--- src/rtl/sbox_bank_if.sv ---
`default_nettype none
// ============================================================================
// Module      : sbox_bank_if
// Description : Load-stream and lookup handshake bundle for the S-box bank.
// Revision    : 1.0 - initial release
// ============================================================================
interface sbox_bank_if #(
    parameter int NSBOX = 8,
    parameter int AW    = 4,
    parameter int DW    = 4
);
    logic                  ld_start;
    logic                  ld_valid;
    logic                  ld_ready;
    logic [NSBOX*DW-1:0]   ld_data;
    logic                  loaded;
    logic                  busy;
    logic                  in_valid;
    logic                  in_ready;
    logic [NSBOX*AW-1:0]   sa;
    logic                  out_valid;
    logic [NSBOX*DW-1:0]   so;

    modport master (
        output ld_start, ld_valid, ld_data, in_valid, sa,
        input  ld_ready, loaded, busy, in_ready, out_valid, so
    );

    modport slave (
        input  ld_start, ld_valid, ld_data, in_valid, sa,
        output ld_ready, loaded, busy, in_ready, out_valid, so
    );
endinterface
`default_nettype wire

--- src/rtl/sbox_bank.sv ---
`default_nettype none
// ============================================================================
// Module      : sbox_bank
// Description : NSBOX GOST S-box tables with a row-streaming loader and a
//               one-cycle registered lookup port.
// Revision    : 1.0 - initial release
// ============================================================================
module sbox_bank #(
    parameter int NSBOX = 8,
    parameter int AW    = 4,
    parameter int DW    = 4
) (
    input wire          clk,
    input wire          rst,
    sbox_bank_if.slave  bus
);
    localparam int            c_depth    = 1 << AW;
    localparam logic [AW-1:0] c_last_row = '1;

    typedef enum logic [1:0] {
        EMPTY = 2'd0,
        LOAD  = 2'd1,
        READY = 2'd2
    } state_t;

    state_t              r_state;
    state_t              w_next;
    logic [AW-1:0]       r_row;
    logic                r_loaded;
    logic                r_out_valid;
    logic                w_wr;
    logic                w_rd;
    logic                w_done;
    logic [NSBOX*DW-1:0] w_so;

    // A start pulse takes priority over a row presented in the same cycle.
    assign w_wr   = bus.ld_valid && (r_state == LOAD) && !bus.ld_start;
    assign w_rd   = bus.in_valid && (r_state == READY);
    assign w_done = w_wr && (r_row == c_last_row);

    always_comb begin
        w_next = r_state;
        case (r_state)
            EMPTY, READY: begin
                if (bus.ld_start) w_next = LOAD;
            end
            LOAD: begin
                if (bus.ld_start)  w_next = LOAD;
                else if (w_done)   w_next = READY;
            end
            default: w_next = EMPTY;
        endcase
    end

    always_ff @(posedge clk or posedge rst) begin
        if (rst) begin
            r_state     <= EMPTY;
            r_row       <= '0;
            r_loaded    <= 1'b0;
            r_out_valid <= 1'b0;
        end else begin
            r_state     <= w_next;
            r_out_valid <= w_rd;
            if (bus.ld_start)  r_row <= '0;
            else if (w_wr)     r_row <= r_row + 1'b1;
            if (bus.ld_start)  r_loaded <= 1'b0;
            else if (w_done)   r_loaded <= 1'b1;
        end
    end

    generate
        for (genvar i = 0; i < NSBOX; i++) begin : g_sbox
            logic [DW-1:0] r_mem [c_depth];
            logic [DW-1:0] r_q;

            // Table storage carries no reset so it maps onto plain RAM.
            always_ff @(posedge clk) begin
                if (w_wr) r_mem[r_row] <= bus.ld_data[i*DW +: DW];
            end

            always_ff @(posedge clk or posedge rst) begin
                if (rst)       r_q <= '0;
                else if (w_rd) r_q <= r_mem[bus.sa[i*AW +: AW]];
            end

            assign w_so[i*DW +: DW] = r_q;
        end
    endgenerate

    assign bus.ld_ready  = (r_state == LOAD);
    assign bus.busy      = (r_state == LOAD);
    assign bus.in_ready  = (r_state == READY);
    assign bus.loaded    = r_loaded;
    assign bus.out_valid = r_out_valid;
    assign bus.so        = w_so;
endmodule
`default_nettype wire

--- src/flat_wrapper.sv ---
// flat-port wrapper written by rule: the top's interface ports become plain ports
module sbox_bank_flat 
#(
    parameter int NSBOX = 8,
    parameter int AW    = 4,
    parameter int DW    = 4
)
  (clk, rst, bus_ld_start, bus_ld_valid, bus_ld_data, bus_in_valid, bus_sa, bus_ld_ready, bus_loaded, bus_busy, bus_in_ready, bus_out_valid, bus_so);
  sbox_bank_if #(.NSBOX(NSBOX), .AW(AW), .DW(DW)) bus_i ();
  input wire clk;
  input wire rst;
  input wire logic [$bits(bus_i.ld_start)-1:0] bus_ld_start;
  input wire logic [$bits(bus_i.ld_valid)-1:0] bus_ld_valid;
  input wire logic [$bits(bus_i.ld_data)-1:0] bus_ld_data;
  input wire logic [$bits(bus_i.in_valid)-1:0] bus_in_valid;
  input wire logic [$bits(bus_i.sa)-1:0] bus_sa;
  output wire logic [$bits(bus_i.ld_ready)-1:0] bus_ld_ready;
  output wire logic [$bits(bus_i.loaded)-1:0] bus_loaded;
  output wire logic [$bits(bus_i.busy)-1:0] bus_busy;
  output wire logic [$bits(bus_i.in_ready)-1:0] bus_in_ready;
  output wire logic [$bits(bus_i.out_valid)-1:0] bus_out_valid;
  output wire logic [$bits(bus_i.so)-1:0] bus_so;
  assign bus_i.ld_start = bus_ld_start;
  assign bus_i.ld_valid = bus_ld_valid;
  assign bus_i.ld_data = bus_ld_data;
  assign bus_i.in_valid = bus_in_valid;
  assign bus_i.sa = bus_sa;
  assign bus_ld_ready = bus_i.ld_ready;
  assign bus_loaded = bus_i.loaded;
  assign bus_busy = bus_i.busy;
  assign bus_in_ready = bus_i.in_ready;
  assign bus_out_valid = bus_i.out_valid;
  assign bus_so = bus_i.so;
  sbox_bank #(.NSBOX(NSBOX), .AW(AW), .DW(DW)) u_core (.clk(clk), .rst(rst), .bus(bus_i));
endmodule
--- config.mk ---
export PLATFORM = sky130hd
export DESIGN_NAME = sbox_bank_flat
export DESIGN_NICKNAME = d
export VERILOG_FILES = /design/src/rtl/sbox_bank_if.sv /design/src/rtl/sbox_bank.sv /design/src/flat_wrapper.sv
export SDC_FILE = /design/constraint.sdc
export NUM_CORES = 1
export LEC_CHECK = 0
export ABC_AREA = 1
export CAP_MARGIN = 20
export CORE_MARGIN = 2
export CORE_UTILIZATION = 41
export CTS_CLUSTER_DIAMETER = 40
export CTS_CLUSTER_SIZE = 24
export DETAILED_ROUTE_END_ITERATION = 8
export PLACE_DENSITY_LB_ADDON = 0.25
export SYNTH_ARGS = -nofsm -noshare
export SYNTH_HDL_FRONTEND = slang
export SYNTH_SLANG_ARGS = --single-unit
--- constraint.sdc ---
create_clock -name clk -period 8.43 [get_ports clk]
set_input_delay 1.2645 -clock clk [delete_from_list [all_inputs] [get_ports clk]]
set_output_delay 1.2645 -clock clk [all_outputs]
set_load 0.05 [all_outputs]
# Yosys cells after proc, flatten, opt, wreduce, memory -nomap -nowiden
# Memory sizes are Yosys's and may differ from the RTL's. A register that Yosys moved wholly into a read port is not among the register bits.
# Index checks and enable logic that the tools add are counted.
# op_classes
add_sub_neg,1
n_eq_ne,5
muxes,10
reduce_logical,10
# op_table
operator,count
4-bit 2-to-1 mux,2
2-bit 2-to-1 mux,3
4-bit by 1-bit adder with 4-bit output (second input constant),1
4-bit equality test (second input constant),1
1-bit logical AND,4
1-bit 2-to-1 mux,4
2-bit case mux with 2 select lines,1
2-bit nonzero test,2
3-bit by 2-bit != test with 1-bit output (second input constant),1
2-bit by 1-bit equality test with 1-bit output (second input constant),1
2-bit equality test (second input constant),1
2-bit logical NOT,1
2-bit != test (second input constant),1
2-bit AND reduction,1
2-bit OR reduction,1
1-bit logical NOT,1
# word_totals
reg_bits,8
ram_bits,512
input_bits,69
output_inout_bits,37
word_cells,38
n_memories,8
# mem_list
name,depth,word_bits,read_ports,rd_clocked_by_memory_dff,write_ports,line,source
u_core.g_sbox[0].r_mem,16,4,1,1,1,sbox_bank.sv:73,logic [DW-1:0] r_mem [c_depth];
u_core.g_sbox[1].r_mem,16,4,1,1,1,sbox_bank.sv:73,
u_core.g_sbox[2].r_mem,16,4,1,1,1,sbox_bank.sv:73,
u_core.g_sbox[3].r_mem,16,4,1,1,1,sbox_bank.sv:73,
u_core.g_sbox[4].r_mem,16,4,1,1,1,sbox_bank.sv:73,
u_core.g_sbox[5].r_mem,16,4,1,1,1,sbox_bank.sv:73,
+2 memories,n/a,n/a,n/a,n/a,n/a,n/a,

# Logic depth before layout (Yosys ltp)
# Gate-level depths: netlist of run 1.
# depth
depth_word,7
mapped_depth,11
depth_no_buf,9

# Worst setup path after synthesis of run 1
# No wires, ideal clock.
# synth_path
path_kind,input to register
start,in bus_ld_valid
end,"mem u_core.g_sbox[0].r_mem[10][0], enable pin"
setup_time_ns,0.461
arrival_time_ns,3.737
required_time_ns,7.969
slack_ns,4.232
cell_stages,4
n_path_buf,0
path_cell_list,nand2_4 nor2_4 nand2_1 nor3_1
# synth_between
elab_chain_len,4
# synth_lines
element,line,source
"start, declared",flat_wrapper.sv:13,input wire logic [$bits(bus_i.ld_valid)-1:0] bus_ld_valid;
1-bit logical AND (2 in a row),sbox_bank.sv:37,assign w_wr = bus.ld_valid && (r_state == LOAD) && !bus.ld_start;
1-bit 2-to-1 mux,sbox_bank.sv:78,if (w_wr) r_mem[r_row] <= bus.ld_data[i*DW +: DW];
1-bit 2-to-1 mux (not written as such),sbox_bank.sv:78,
"end, declared",sbox_bank.sv:73,
# No other way between the ends.

# Final worst setup path of run 1
# layout_path
start,reg u_core.r_state[1]
end,out bus_in_ready
# layout_between
elab_chain_len,1
# layout_lines
element,line,source
"start, declared",sbox_bank.sv:26,state_t r_state;
"start signal, assigned",sbox_bank.sv:62,r_state <= w_next;
2-bit equality test,sbox_bank.sv:92,assign bus.in_ready = (r_state == READY);
"end, declared",flat_wrapper.sv:20,output wire logic [$bits(bus_i.in_ready)-1:0] bus_in_ready;
# No other way between the ends.

==> qor.yml, run 1 <==
status: "finished clean"
cts_made_buffers: 75
hpwl_um: 30600
clock-root-buffer: "clkbuf_16"
fin_crit_sh: 0.404
grt_use_met1: 0.254
grtUsageMet3: 0.0333
cap_viol_max_count: 0
finalHoldViolCount: 0
ir_drop_mv: 0.155
layout_common_cells: "nand2_1 (779), edfxtp_1 (512), nand3_1 (388), clkdlybuf4s50_1 (105), clkbuf_16 (78)"
skew_ns: 0.0176
finalSetupViolCount: 0
synth.top_cell.area_share: 0.684
ctsResizeCount: 0
syn_to_final_growth_pct: 17.7
start_util: 0.416
io_buffers: 105
pwr-share-comb: 0.050
power_switching_mw: 1.46
p_leak_nw: 9.96
required_ns: 7.17
netlist_area_um2: 22500
fp-row-count: 85
crit_arrival_ns: 2.14
synth_nets: 1967
grt_pass1_vias: 14100
grt_usage: 0.190
grt_overflow: 0
grt_first_pass_wirelength_um: 81800
p_clk_frac: 0.482
p_int_mw: 4.99
hold_path_class: "flop to flop"
slew_violations: 0
cts_max_level: 3
ys.warnings.count: 0
crit_slowest_cell: "clkdlybuf4s50_1"
synth_xor_xnor_area_share: 0
ant_nets: 0
crit_type: "flop to output port"
grt_use_met2: 0.313
fp.coreArea_um2: 54000
boundaryPins: 106
drt_pre_antenna_iters: 5
cp_slowest_stage_delay_ns: 0.85
postLayoutCellArea_um2: 26500
nFillCells: 4757
synth_top_family_by_area: "simple AND/OR/NAND/NOR gates"
clk_latency_ns: 0.60
drtIter0Drc: 1195
synth_area_per_cell_um2: 11.9
num_antenna_cells: 0
die_y_um: 238
viasPerCell: 5.18
drcViolationCount: 0
synth_cells: 1894
crit_buf_inv: 2
grt_max_degree: 41
path_clk_slew_ns: 0.06
synth_cell_types: 23
die_w_um: 238
seqPwrFrac: 0.469
gr-max-usage-layer: "met2"
dieArea_um2: 56700
slew_headroom: 0.387
antenna_found_initial: 2
numClockSinks: 552
ys_top_cells_by_area: "edfxtp_1 (68%), nand2_1 (13%), nand3_1 (8.6%)"
yosys.area_share.adder: 0.00223
worst_pin_slew_ns: 0.919
critPathMaxFanout: 3
async_reset_ff_frac: 0.0725
placement.cell_area_um2: 23900
post_cts_buffers: 0
seq_area_um2: 16400
crit_path_end_kind: "output port"
dr_total_vias: 14300
finalCriticalPeriod_ns: 3.40
clockBufferDepth: 3
wl_per_cell_um: 19.3
powerDensity_nw_per_um2: 244
ys.flop_type: "edfxtp_1"
synthMuxAreaShare: 0
crit_family: "buffers and inverters"
drive_gt1_frac: 0.0947
wl_um: 53400
cts_tree: "done"
fmax_mhz: 294
multi_input_area_um2: 5200
final_common_cell: "nand2_1"
synth-compound-area-share: 0.00167
ctsHoldBuffers: 0
gp_congestion: 0.791
critPathLaunchType: "flop"
synth_edf_count: 512
synth_seq_area_share: 0.729
synth_simple_gate_area_frac: 0.223
p_sw_frac: 0.227
rsz0062_at_grt: "false"
nets: 2081
tns_ns: 0
worstPathCellList: "inv_1 -> nor2_4 -> clkdlybuf4s50_1"
yosys.area.top_type: "edfxtp_1"
synth_seq_cells: 552
power groups by stage:
stage	sequential [mW]	clock (mW)	combinational, mW
after global routing	3.02	3.28	0.359
after global placement	3.08	0	0.316
after detailed placement	3.08	0	0.322
after CTS	3.02	3.16	0.323
after floorplan	3.08	0	0.206
final	3.02	3.11	0.321
tightest hold or removal path: stages, from the launching register on:
cell	delay, ns
dfrtp_1	0.34
nand2_1	0.05
nand2_1	0.05
routing by layer:
metal,vias to the layer above,part of all wire
li1,6795,-
met2,446,0.48
met4,4,0.025
met1,6984,0.43
met5,-,0.00041
met3,98,0.060
registers in the layout (all words and copies together), names as in the netlist:
register / cells
u_core.bus.loaded: 1
u_core.bus.out_valid: 1
u_core.g_sbox.r_q: 32
u_core.g_sbox.r_mem: 512
u_core.r_state: 2
u_core.r_row: 4
kinds of logic after synthesis:
kind of cell,Yosys count
AOI/OAI and AO/OA,7
adders and majority gates,4
buffers and inverters,139
DFF,552
and+or+nand+nor,1192
synthesized netlist by cell type (2+ instances only):
cell type    n
a21oi_1      2
buf_2       16
buf_4       36
buf_6       40
clkbuf_1     2
dfrtp_1     40
edfxtp_1   512
ha_1         4
inv_1       23
inv_2       11
inv_4        8
nand2_1    779
nand2_4      2
nand3_1    388
nor2_1      15
nor2_4       4
nor3_1       3
o21ai_0      4
area by class of cell:
| cell class | count | share of cell area |
|---|---|---|
| multi-input combinational | 1203 | 0.197 |
| timing repair buffer | 132 | 0.0496 |
| clock buffer | 89 | 0.0761 |
| inverter | 44 | 0.00705 |
| clock inverter | 50 | 0.0189 |
| sequential | 552 | 0.619 |
| tap | 696 | 0.0329 |
worst paths after layout:
check / endpoint / slack (ns) / start / cells past startpoint
worst min-delay path: u_core.g_sbox[1].r_q[1]$_DFFE_PP0P_ / 0.48 / u_core.g_sbox[1].r_q[1]$_DFFE_PP0P_ / 2
worst max-delay path: bus_in_ready / 5.03 / u_core.r_state[1]$_DFFE_PP0P_ / 3
worst max register to register: u_core.g_sbox[1].r_mem[13][3]$_DFFE_PP_ / 6.02 / u_core.r_state[0]$_DFFE_PP0P_ / 7
min in group asynchronous: u_core.g_sbox[0].r_q[1]$_DFFE_PP0P_ / 1.19 / rst / 3
max in group asynchronous: u_core.g_sbox[4].r_q[0]$_DFFE_PP0P_ / 6.72 / rst / 3
worst min register to register: u_core.g_sbox[1].r_q[1]$_DFFE_PP0P_ / 0.48 / u_core.g_sbox[1].r_q[1]$_DFFE_PP0P_ / 2
metrics by stage:
step,hold slack [ns],worst slack (ns),util,total power [mW],cells
after floorplan,0.515,4.23,-,3.28,1894
after global placement,0.465,4.78,0.442,3.39,2623
after detailed placement,0.468,4.75,0.443,3.40,2626
after CTS,0.482,5.00,0.489,6.50,2765
after global routing,0.505,4.95,0.490,6.66,2766
final,0.476,5.03,0.490,6.45,2766
Power figures use the tool's default switching activity.
==> run 2: changes to the inputs <==
clock period = 2.8 ns   (was 8.43 ns; I/O delays follow)
==> run 2 against run 1 <==
Against the previous run:
- setup slack got worse by 4.7 ns
- register-to-register slack got worse by 5.2 ns
- sequential power increased to 3.0 times the previous value
- wire length increased by 2.0%
- core utilization increased by 1.2 points
- non-clock buffer count increased by 27
- clock skew increased by 0.0044 ns
- sequential share of layout area decreased by 1.5 points
- die area unchanged
- power increased to 3.2 times the previous value
- combinational power increased to 3.0 times the previous value
- global-route usage increased by 0.42 points
- largest cell class unchanged
==> qor.yml, run 2 (same netlist as run 1, synthesis figures left out) <==
status: "finished clean"
viasPerCell: 5.16
critPathLaunchType: "flop"
cp-startpoint: "u_core.r_state[1]$_DFFE_PP0P_"
antenna_found_initial: 2
crit-reg2reg-launch: "u_core.r_state[0]$_DFFE_PP0P_"
crit_path_end_kind: "output port"
die_y_um: 238
powerDensity_nw_per_um2: 764
final_util: 0.502
final_common_cell: "nand2_1"
crit_arrival_ns: 2.08
ctsHoldBuffers: 0
finalSetupViolCount: 0
r2r_slack_ns: 0.85
ctsResizeCount: 0
wl_per_cell_um: 19.4
die_w_um: 238
hold_path_class: "input pin to async pin"
nFillCells: 4733
critPathMaxFanout: 3
slew_violations: 0
ir_drop_mv: 0.488
reg2reg_depth: 7
clock-root-buffer: "clkbuf_16"
fp-row-count: 85
reg_top3: "u_core.g_sbox.r_mem: 512 flops, u_core.g_sbox.r_q: 32 flops, u_core.r_row: 4 flops"
crit_end: "bus_in_ready"
nets: 2120
io_buffers: 105
crit_type: "flop to output port"
layout_common_cells: "nand2_1 (779), edfxtp_1 (512), nand3_1 (388), clkdlybuf4s50_1 (105), clkbuf_16 (91)"
wl_um: 54400
ant_nets: 0
hpwl_um: 31200
rsz0062_at_grt: "false"
fmax_mhz: 401
path_clk_slew_ns: 0.06
drcViolationCount: 0
fp.coreArea_um2: 54000
dieArea_um2: 56700
largest_register: "u_core.g_sbox.r_mem"
grt_pass1_vias: 14600
finalHoldViolCount: 0
cts_made_buffers: 87
drtIter0Drc: 1290
skew_ns: 0.0220
boundaryPins: 106
post_cts_buffers: 0
worst_pin_slew_ns: 0.647
cap_viol_max_count: 0
numClockSinks: 552
drive_gt1_frac: 0.115
fin_crit_sh: 0.891
required_ns: 2.38
gp_congestion: 0.809
syn_to_final_growth_pct: 20.7
grt_overflow: 0
drt_pre_antenna_iters: 6
slew_headroom: 0.568
grt_usage: 0.194
largest_reg_flops: 512
grt_first_pass_wirelength_um: 83800
clk_latency_ns: 0.62
p_leak_nw: 10.3
clockBufferDepth: 3
num_antenna_cells: 0
reg2reg_to: "u_core.g_sbox[6].r_mem[10][2]$_DFFE_PP_"
finalCriticalPeriod_ns: 2.50
grt_max_degree: 34
tns_ns: 0
start_util: 0.416
cts_max_level: 3
dr_total_vias: 14500
cts_tree: "done"
-- run 2: cell count changes in the layout (fill, tap and decap cells not counted), sizes merged --
cell      change
clkinvlp      +1
inv           +3
buf          +27
clkinv        +3
clkbuf       +10
bufinv        +3
-- run 2: cell type report --
cell class / count / area (um^2) / share of cell area
Clock inverter: 60 / 606 / 0.0223
Inverter: 44 / 186 / 0.00687
Sequential cell: 552 / 16400 / 0.604
Tap cell: 696 / 871 / 0.0321
Clock buffer: 99 / 2330 / 0.0858
Multi-Input combinational cell: 1203 / 5200 / 0.192
Timing Repair Buffer: 159 / 1560 / 0.0574
-- run 2: critical path, stage by stage (launching register included) --
cell and delay, ns:
dfrtp_1 0.39, inv_1 0.08, nor2_4 0.17, clkdlybuf4s50_1 0.83
-- run 2: routing by layer --
metal,up-vias,share of wire,GRT usage
met5,-,0.00050,0
met4,4,0.025,0.0629
met3,103,0.049,0.0370
met2,417,0.49,0.326
met1,7119,0.43,0.255
li1,6883,-,-
-- run 2: worst min path at each step --
stage,start,to,slack [ns],cells after the start
global placement,u_core.g_sbox[3].r_q[1]$_DFFE_PP0P_,u_core.g_sbox[3].r_q[1]$_DFFE_PP0P_,0.46,2
finish,rst,u_core.g_sbox[6].r_q[0]$_DFFE_PP0P_,0.19,2
floorplan,u_core.r_row[3]$_DFFE_PP0P_,u_core.r_row[3]$_DFFE_PP0P_,0.52,1
detailed placement,u_core.g_sbox[1].r_q[3]$_DFFE_PP0P_,u_core.g_sbox[1].r_q[3]$_DFFE_PP0P_,0.47,2
global route,rst,u_core.g_sbox[6].r_q[0]$_DFFE_PP0P_,0.19,2
CTS,rst,u_core.g_sbox[6].r_q[0]$_DFFE_PP0P_,0.17,2
-- run 2: per-stage QoR --
stage	power (mW)	cells	hold slack (ns)	worst slack [ns]	instance area, um^2
after floorplan	9.89	1894	0.515	-0.965	22500
after global placement	10.2	2654	0.464	0.536	24200
after detailed placement	10.2	2654	0.469	0.524	24200
after CTS	20.9	2813	0.165	0.252	27100
after global routing	21.4	2813	0.185	0.236	27100
final	20.7	2813	0.189	0.304	27100
-- run 2: power breakdown --
part	switching (mW)	internal, mW	total [mW]
combinational	0.667	0.302	0.968
clock	3.94	6.70	10.6
sequential	0.0183	9.09	9.11
total	4.62	16.1	20.7
